$ cat src/rtl/pattern_sender.sv
// pattern_sender: plays a stored sequence of 4-bit codes on code_out and
// follows each code with a debouncer-length action_out strobe. Acts as a
// switch-and-button stand-in for driving the pattern checker.
module pattern_sender #(
    parameter int unsigned                 NUM_CODES      = 4,
    parameter logic [NUM_CODES*4-1:0]      PATTERN        = 16'h4A53,
    parameter int unsigned                 NUM_TIMER_BITS = 24,
    parameter int unsigned                 SETUP_CYCLES   = 2**21,
    parameter int unsigned                 PULSE_CYCLES   = 2**22,
    parameter int unsigned                 GAP_CYCLES     = 2**22
) (
    input  logic       clk,
    input  logic       reset,
    input  logic       start_in,
    output logic [3:0] code_out,
    output logic       action_out,
    output logic       busy_out,
    output logic       done_out
);

    typedef enum logic [2:0] {
        StIdle,
        StSetup,
        StPulse,
        StGap,
        StDone
    } state_t;

    // Timer reload values; the timer counts down to 0, so a phase of N cycles loads N-1.
    localparam logic [NUM_TIMER_BITS-1:0] SetupLoad = NUM_TIMER_BITS'(SETUP_CYCLES - 1);
    localparam logic [NUM_TIMER_BITS-1:0] PulseLoad = NUM_TIMER_BITS'(PULSE_CYCLES - 1);
    localparam logic [NUM_TIMER_BITS-1:0] GapLoad   = NUM_TIMER_BITS'(GAP_CYCLES - 1);
    localparam logic [2:0]                LastIdx   = 3'(NUM_CODES - 1);

    state_t                    state;
    logic [2:0]                idx;
    logic [NUM_TIMER_BITS-1:0] tmr;
    logic [3:0]                code;

    logic [2:0]                idx_entry;
    logic [3:0]                code_entry;

    // Code to present on the next SETUP entry: code 0 from IDLE, else the following code.
    always_comb begin
        idx_entry  = (state == StIdle) ? 3'd0 : idx + 3'd1;
        code_entry = 4'd0;
        for (int k = 0; k < int'(NUM_CODES); k++) begin
            if (idx_entry == 3'(k)) begin
                code_entry = PATTERN[4*k +: 4];
            end
        end
    end

    // Sequencer: state, code index, phase timer and the registered code.
    always_ff @(posedge clk) begin
        if (reset) begin
            state <= StIdle;
            idx   <= 3'd0;
            tmr   <= '0;
            code  <= 4'd0;
        end else begin
            unique case (state)
                StIdle: begin
                    if (start_in) begin
                        state <= StSetup;
                        idx   <= 3'd0;
                        tmr   <= SetupLoad;
                        code  <= code_entry;
                    end
                end
                StSetup: begin
                    if (tmr == '0) begin
                        state <= StPulse;
                        tmr   <= PulseLoad;
                    end else begin
                        tmr <= tmr - 1'b1;
                    end
                end
                StPulse: begin
                    if (tmr == '0) begin
                        state <= StGap;
                        tmr   <= GapLoad;
                    end else begin
                        tmr <= tmr - 1'b1;
                    end
                end
                StGap: begin
                    if (tmr == '0) begin
                        if (idx == LastIdx) begin
                            state <= StDone;
                            code  <= 4'd0;
                        end else begin
                            state <= StSetup;
                            idx   <= idx_entry;
                            tmr   <= SetupLoad;
                            code  <= code_entry;
                        end
                    end else begin
                        tmr <= tmr - 1'b1;
                    end
                end
                StDone: begin
                    state <= StIdle;
                end
                default: begin
                    state <= StIdle;
                    idx   <= 3'd0;
                    tmr   <= '0;
                    code  <= 4'd0;
                end
            endcase
        end
    end

    // Outputs decode directly from registers, so start_in never reaches them combinationally.
    assign code_out   = code;
    assign action_out = (state == StPulse);
    assign busy_out   = (state == StSetup) || (state == StPulse) || (state == StGap);
    assign done_out   = (state == StDone);

endmodule

$ cat config.mk
export PLATFORM = sky130hd
export DESIGN_NAME = pattern_sender
export DESIGN_NICKNAME = d
export VERILOG_FILES = /design/src/rtl/pattern_sender.sv
export SDC_FILE = /design/constraint.sdc
export NUM_CORES = 1
export LEC_CHECK = 0
export BUFFER_PORTS_ARGS = -buffer_cell sky130_fd_sc_hd__buf_2
export CAP_MARGIN = 20
export CORE_AREA = 10 10 75 77
export CTS_CLUSTER_DIAMETER = 100
export DETAILED_ROUTE_END_ITERATION = 8
export DIE_AREA = 0 0 85 87
export PLACE_DENSITY = 0.71
export SETUP_SLACK_MARGIN = 0.15
export SLEW_MARGIN = 5
export SYNTH_ARGS = -nofsm -noshare
export SYNTH_HDL_FRONTEND = slang
export SYNTH_SLANG_ARGS = --single-unit
$ cat constraint.sdc
create_clock -name clk -period 3.8 [get_ports clk]
set_input_delay 0.38 -clock clk [delete_from_list [all_inputs] [get_ports clk]]
set_output_delay 0.38 -clock clk [all_outputs]
set_load 0.02 [all_outputs]
Word level (Yosys, flattened, before mapping)
Cells that the tools add are included.
{"block": "word_totals", "reg_bits": 34, "input_bits": 3, "elab_cells": 57}
{"block": "op_classes", "n_addsub": 2, "n_eq_ne": 14, "muxes": 24, "n_bitwise": 2, "n_reduce_logical": 11}
{"op": "$mux W24", "n": 4}
{"op": "$pmux W24 S4", "n": 1}
{"op": "$mux W3", "n": 9}
{"op": "$logic_not A24 Y1", "n": 1}
{"op": "$mux W4", "n": 6}
{"op": "$sub A24 B1 Y24 const B", "n": 1}
{"op": "$eq A3 B2 Y1 const B", "n": 5}
{"op": "$pmux W3 S4", "n": 1}
{"op": "$pmux W4 S3", "n": 1}
{"op": "$pmux W3 S3", "n": 1}
{"op": "$ne A2 B2 Y1 const B", "n": 4}
{"op": "$reduce_and A4 Y1", "n": 2}
{"op": "$eq A3 B1 Y1 const B", "n": 2}
{"op": "$logic_not A3 Y1", "n": 2}
{"op": "$reduce_and A3 Y1", "n": 2}
{"op": "$add A3 B1 Y3 const B", "n": 1}
{"op": "$eq A3 B3 Y1 const B", "n": 1}
{"op": "$ne A3 B3 Y1 const B", "n": 1}
{"op": "$reduce_or A3 Y1", "n": 1}
{"op": "$logic_or A1 B1 Y1", "n": 2}
{"op": "$mux W2", "n": 1}
{"op": "$ne A2 B1 Y1 const B", "n": 1}
{"op": "$not A1 Y1", "n": 2}
{"op": "$reduce_or A2 Y1", "n": 1}

Longest topological paths before layout
{"block": "logic_depth", "word_depth": 10, "depth_mapped": 8, "depth_no_buf": 7}

Worst setup path before layout
OpenSTA, ideal clock, no wires.
{"block": "synth_path", "kind": "flip-flop to flip-flop", "start": "register tmr[5]", "end": "register tmr[23]", "setup_time_ns": 0.120, "t_arrival_ns": 1.850, "slack_ns": 1.830, "path_stages_with_launch": 7, "period_less_slack_ns": 1.970, "cell_sequence": "dfxtp_1 buf_6 or4_4 nor4_4 nand3b_1 nor4bb_1 a211o_1"}
{"block": "synth_via", "elab_chain_len": 3, "word_cells_on_any_way": 7}
{"item": "start: declaration", "line": "37", "rtl": "logic [NUM_TIMER_BITS-1:0] tmr;"}
{"item": "start signal: assignment", "line": "67", "rtl": "tmr <= SetupLoad;"}
{"item": "start signal: assignment", "line": "74", "rtl": "tmr <= PulseLoad;"}
{"item": "start signal: assignment", "line": "76", "rtl": "tmr <= tmr - 1'b1;"}
{"item": "$sub A24 B1 Y24 or $logic_not A24 Y1 (tied branches)"}
{"item": "$mux W24, or another cell as far along", "line": "88", "rtl": "if (tmr == '0) begin"}
{"item": "$pmux W24 S4 or $reduce_and A3 Y1 (tied branches)"}
Parallel ways exist; a longest one is shown, timed or not.
A chain may end at the register's enable or synchronous reset.

Worst setup path in the final report
{"block": "layout_path", "start": "register tmr[12]", "end": "register tmr[16]"}
The elaborated chain is that of the path after synthesis.

==> flow_summary.json <==
{
  "synth_top_cell_area_share_pct": 31.1,
  "rsz0062_at_grt": "no",
  "number_of_clock_sinks": 34,
  "power_density_nw_per_um2": 391,
  "synth_nets": 282,
  "power.leakage_nw": 0.823,
  "detailed_place_hpwl_mm": 3.62,
  "cts_tree": "yes",
  "period_needed_ns": 2.72,
  "synth_cell_types": 58,
  "synth_largest_area_cell": "sky130_fd_sc_hd__dfxtp_1",
  "mappedNetlistArea_um2": 2190,
  "topRoutingLayerUsed": "met4",
  "synth_seq_area_share_pct": 31.1,
  "die_area_um2": 7400,
  "synth.area.top_cells": "sky130_fd_sc_hd__dfxtp_1, sky130_fd_sc_hd__nor2_1, sky130_fd_sc_hd__a211oi_1",
  "floorplan.rows": 24,
  "dr_total_vias": 2082,
  "crit_path_max_fanout": 24,
  "crit_required_ns": 3.95,
  "die_width_um": 85,
  "gp_congestion": 0.839,
  "path_clk_slew_ns": 0.07,
  "share_of_layout_cells_above_drive_strength_1_pct": 14.8,
  "drc": 0,
  "diodes": 0,
  "global_route.overflow_total": 0,
  "layout.cell_area.non_filler_um2": 2310,
  "synth_warnings": 0,
  "maxCapViolCount": 0,
  "outcome": "complete, no violations",
  "fraction_of_the_cycle_the_final_worst_path_needs_pct": 71.6,
  "holdCritPathClass": "reg -> reg",
  "fmaxAchievable_mhz": 367,
  "dp_slack_ns": 1.12,
  "final_hold_viol_count": 0,
  "area.growth.synth_to_final_pct": 5.61,
  "clk-insertion-delay-late_ns": 0.29,
  "cts-root-buf": "sky130_fd_sc_hd__clkbuf_8",
  "cts_repair_resize_count": 0,
  "final_critical_path_setup_slack_ns": 1.08,
  "number_of_global_route_vias_before_repair": 2010,
  "total_routing_usage_reported_by_global_routing_pct": 14.5,
  "postCtsHoldBufs": 0,
  "drt_pre_antenna_iters": 4,
  "wirelength_mm": 5.32,
  "synth_top_flop_cell": "sky130_fd_sc_hd__dfxtp_1",
  "grt_pass1_wl_mm": 9.12,
  "detailroute.wirelength.met3_um": 385,
  "io_pins": 10,
  "cp-end-kind": "flop",
  "timing_worst_setup_path_type": "reg -> reg",
  "maxSlewHeadroom_pct": 32.0,
  "crit_path_start_kind": "flop",
  "vdd_drop_max_v": 0.000186,
  "post_drt_via_cell_ratio": 6.47,
  "wl_met1_mm": 2.49,
  "cp.arrival_ns": 2.88,
  "post_dp_cell_area_um2": 2200,
  "clockBufferDepth": 2,
  "syn-instance-count": 275,
  "drv_slew": 0,
  "setup_tns_ns": 0,
  "numCtsBuffers": 5,
  "async_sr_flop_fraction_pct": 0,
  "routed_wire_length_per_instance_um": 16.5,
  "num-nets-final": 276,
  "syn-mean-instance-area_um2": 7.95,
  "met2_length_mm": 2.37,
  "clock_skew_ns": 0.00596,
  "dieHeight_um": 87,
  "antenna_found_initial": 0,
  "layout.filler_cells": 379,
  "core_area_um2": 4230,
  "effective_utilization_at_floorplan_pct": 51.7,
  "ctsHtreeMaxLevel": 2,
  "portBuffers": 9,
  "setup-violations-final": 0,
  "synth.ff_latch_count": 34,
  "grt_start_max_net_pins": 34,
  "timing_worst_slew_pin_value_ns": 1.02,
  "drt_first_iter_violations": 244,
  "synth-edff-count": 0,
  "postCtsSetupBuffers": 0,
  "antenna_violating_nets_post_route": 0
}
[layout make-up]
cell class / instances / area (um^2) / share of cell area (%)
Clock buffer: 8 / 110 / 4.77
Inverter: 11 / 41.3 / 1.79
Multi-Input combinational cell: 206 / 1350 / 58.6
Sequential cell: 34 / 681 / 29.5
Tap cell: 52 / 65.1 / 2.82
Timing Repair Buffer: 11 / 60.1 / 2.60
[where the power goes]
| part | switching (mW) | total [mW] | internal [mW] |
|---|---|---|---|
| Sequential | 0.0441 | 0.427 | 0.382 |
| Clock | 0.134 | 0.317 | 0.183 |
| Combinational | 0.0984 | 0.160 | 0.0619 |
[path summary, 6_finish.rpt]
check | slack, ns | start | cells after the start | endpoint
max | 1.08 | tmr[12] | 5 | tmr[16]
min | 0.47 | code_out[3] | 2 | code_out[3]
max reg2reg | 1.08 | tmr[12] | 5 | tmr[16]
min reg2reg | 0.47 | code_out[3] | 2 | code_out[3]
[logic make-up after synthesis]
kind of cell	count (synthesis)	share of synthesized area [%]
buf+inv	35	7.04
simple gates	123	32.9
compound gates	79	26.7
flops	34	31.1
fa+ha+maj	4	2.29
[sequential cells by signal, indices dropped and copies added, names as in the netlist]
| signal | cells |
|---|---|
| code_out | 4 |
| tmr | 24 |
| state | 3 |
| idx | 3 |
[cells in the final DEF, fill, tap and decap left out, types with 3 or more instances in the layout]
cell type	n
sky130_fd_sc_hd__a211oi_1	12
sky130_fd_sc_hd__o32ai_1	7
sky130_fd_sc_hd__nor4_2	3
sky130_fd_sc_hd__ha_1	4
sky130_fd_sc_hd__a31oi_1	6
sky130_fd_sc_hd__nor2b_1	3
sky130_fd_sc_hd__nand2b_1	3
sky130_fd_sc_hd__o21ai_0	6
sky130_fd_sc_hd__nand4_1	4
sky130_fd_sc_hd__buf_2	9
sky130_fd_sc_hd__nor4_1	13
sky130_fd_sc_hd__nand2_1	11
sky130_fd_sc_hd__clkbuf_8	8
sky130_fd_sc_hd__a31o_2	6
sky130_fd_sc_hd__o211ai_1	4
sky130_fd_sc_hd__or4_1	3
sky130_fd_sc_hd__o21a_1	3
sky130_fd_sc_hd__nor3b_1	6
sky130_fd_sc_hd__or2_2	3
sky130_fd_sc_hd__dfxtp_1	34
sky130_fd_sc_hd__nor2_1	37
sky130_fd_sc_hd__nor3_1	13
sky130_fd_sc_hd__a2111oi_0	4
sky130_fd_sc_hd__a21oi_1	7
sky130_fd_sc_hd__a41oi_1	5
sky130_fd_sc_hd__a221oi_1	3
sky130_fd_sc_hd__nand3_1	6
sky130_fd_sc_hd__inv_1	11
sky130_fd_sc_hd__o21ai_1	4
[Yosys cell counts, types with 2 or more instances]
library cell                number
sky130_fd_sc_hd__o21a_1          3
sky130_fd_sc_hd__o32ai_1         7
sky130_fd_sc_hd__and2_1          2
sky130_fd_sc_hd__a41oi_1         5
sky130_fd_sc_hd__nor2b_1         3
sky130_fd_sc_hd__and3_1          2
sky130_fd_sc_hd__nand4_1         4
sky130_fd_sc_hd__or4_1           3
sky130_fd_sc_hd__inv_1          11
sky130_fd_sc_hd__nor2_1         37
sky130_fd_sc_hd__nor4_1         13
sky130_fd_sc_hd__o21ai_0         6
sky130_fd_sc_hd__a221oi_1        3
sky130_fd_sc_hd__clkbuf_1       16
sky130_fd_sc_hd__buf_4           3
sky130_fd_sc_hd__o211ai_1        4
sky130_fd_sc_hd__a31oi_1         6
sky130_fd_sc_hd__o21ai_1         4
sky130_fd_sc_hd__nor3b_1         6
sky130_fd_sc_hd__buf_2           3
sky130_fd_sc_hd__a21o_1          2
sky130_fd_sc_hd__a21oi_1         7
sky130_fd_sc_hd__nor3_1         13
sky130_fd_sc_hd__dfxtp_1        34
sky130_fd_sc_hd__or2_2           3
sky130_fd_sc_hd__nand2b_1        3
sky130_fd_sc_hd__nand2_1        11
sky130_fd_sc_hd__ha_1            4
sky130_fd_sc_hd__nand3_1         6
sky130_fd_sc_hd__a2111oi_0       4
sky130_fd_sc_hd__o31ai_1         2
sky130_fd_sc_hd__a31o_2          6
sky130_fd_sc_hd__nor4_2          3
sky130_fd_sc_hd__a211oi_1       12
[metal layers]
layer | global-route usage (%) | vias up
met1 | 18.0 | 960
met5 | 0 | -
met2 | 23.3 | 61
li1 | - | 1053
met4 | 6.29 | 0
met3 | 3.46 | 8
[stage by stage]
stage	total power [mW]	instances	utilization [%]	hold slack, ns
4_1_cts	0.907	322	54.6	0.470
3_3_place_gp	0.590	314	52.0	0.454
5_1_grt	0.948	322	54.6	0.490
2_1_floorplan	0.561	275	-	0.453
6_report	0.903	322	54.6	0.467
3_5_place_dp	0.592	314	52.0	0.460
[worst max-delay path, cell delays in order (launching register included)]
cell                        delay [ns]
sky130_fd_sc_hd__dfxtp_1          0.37
sky130_fd_sc_hd__nor4_2           0.52
sky130_fd_sc_hd__nand2_1          0.28
sky130_fd_sc_hd__o21ai_2          0.87
sky130_fd_sc_hd__a211oi_1         0.09
sky130_fd_sc_hd__a2111oi_0        0.44
Power figures use the tool's default switching activity.
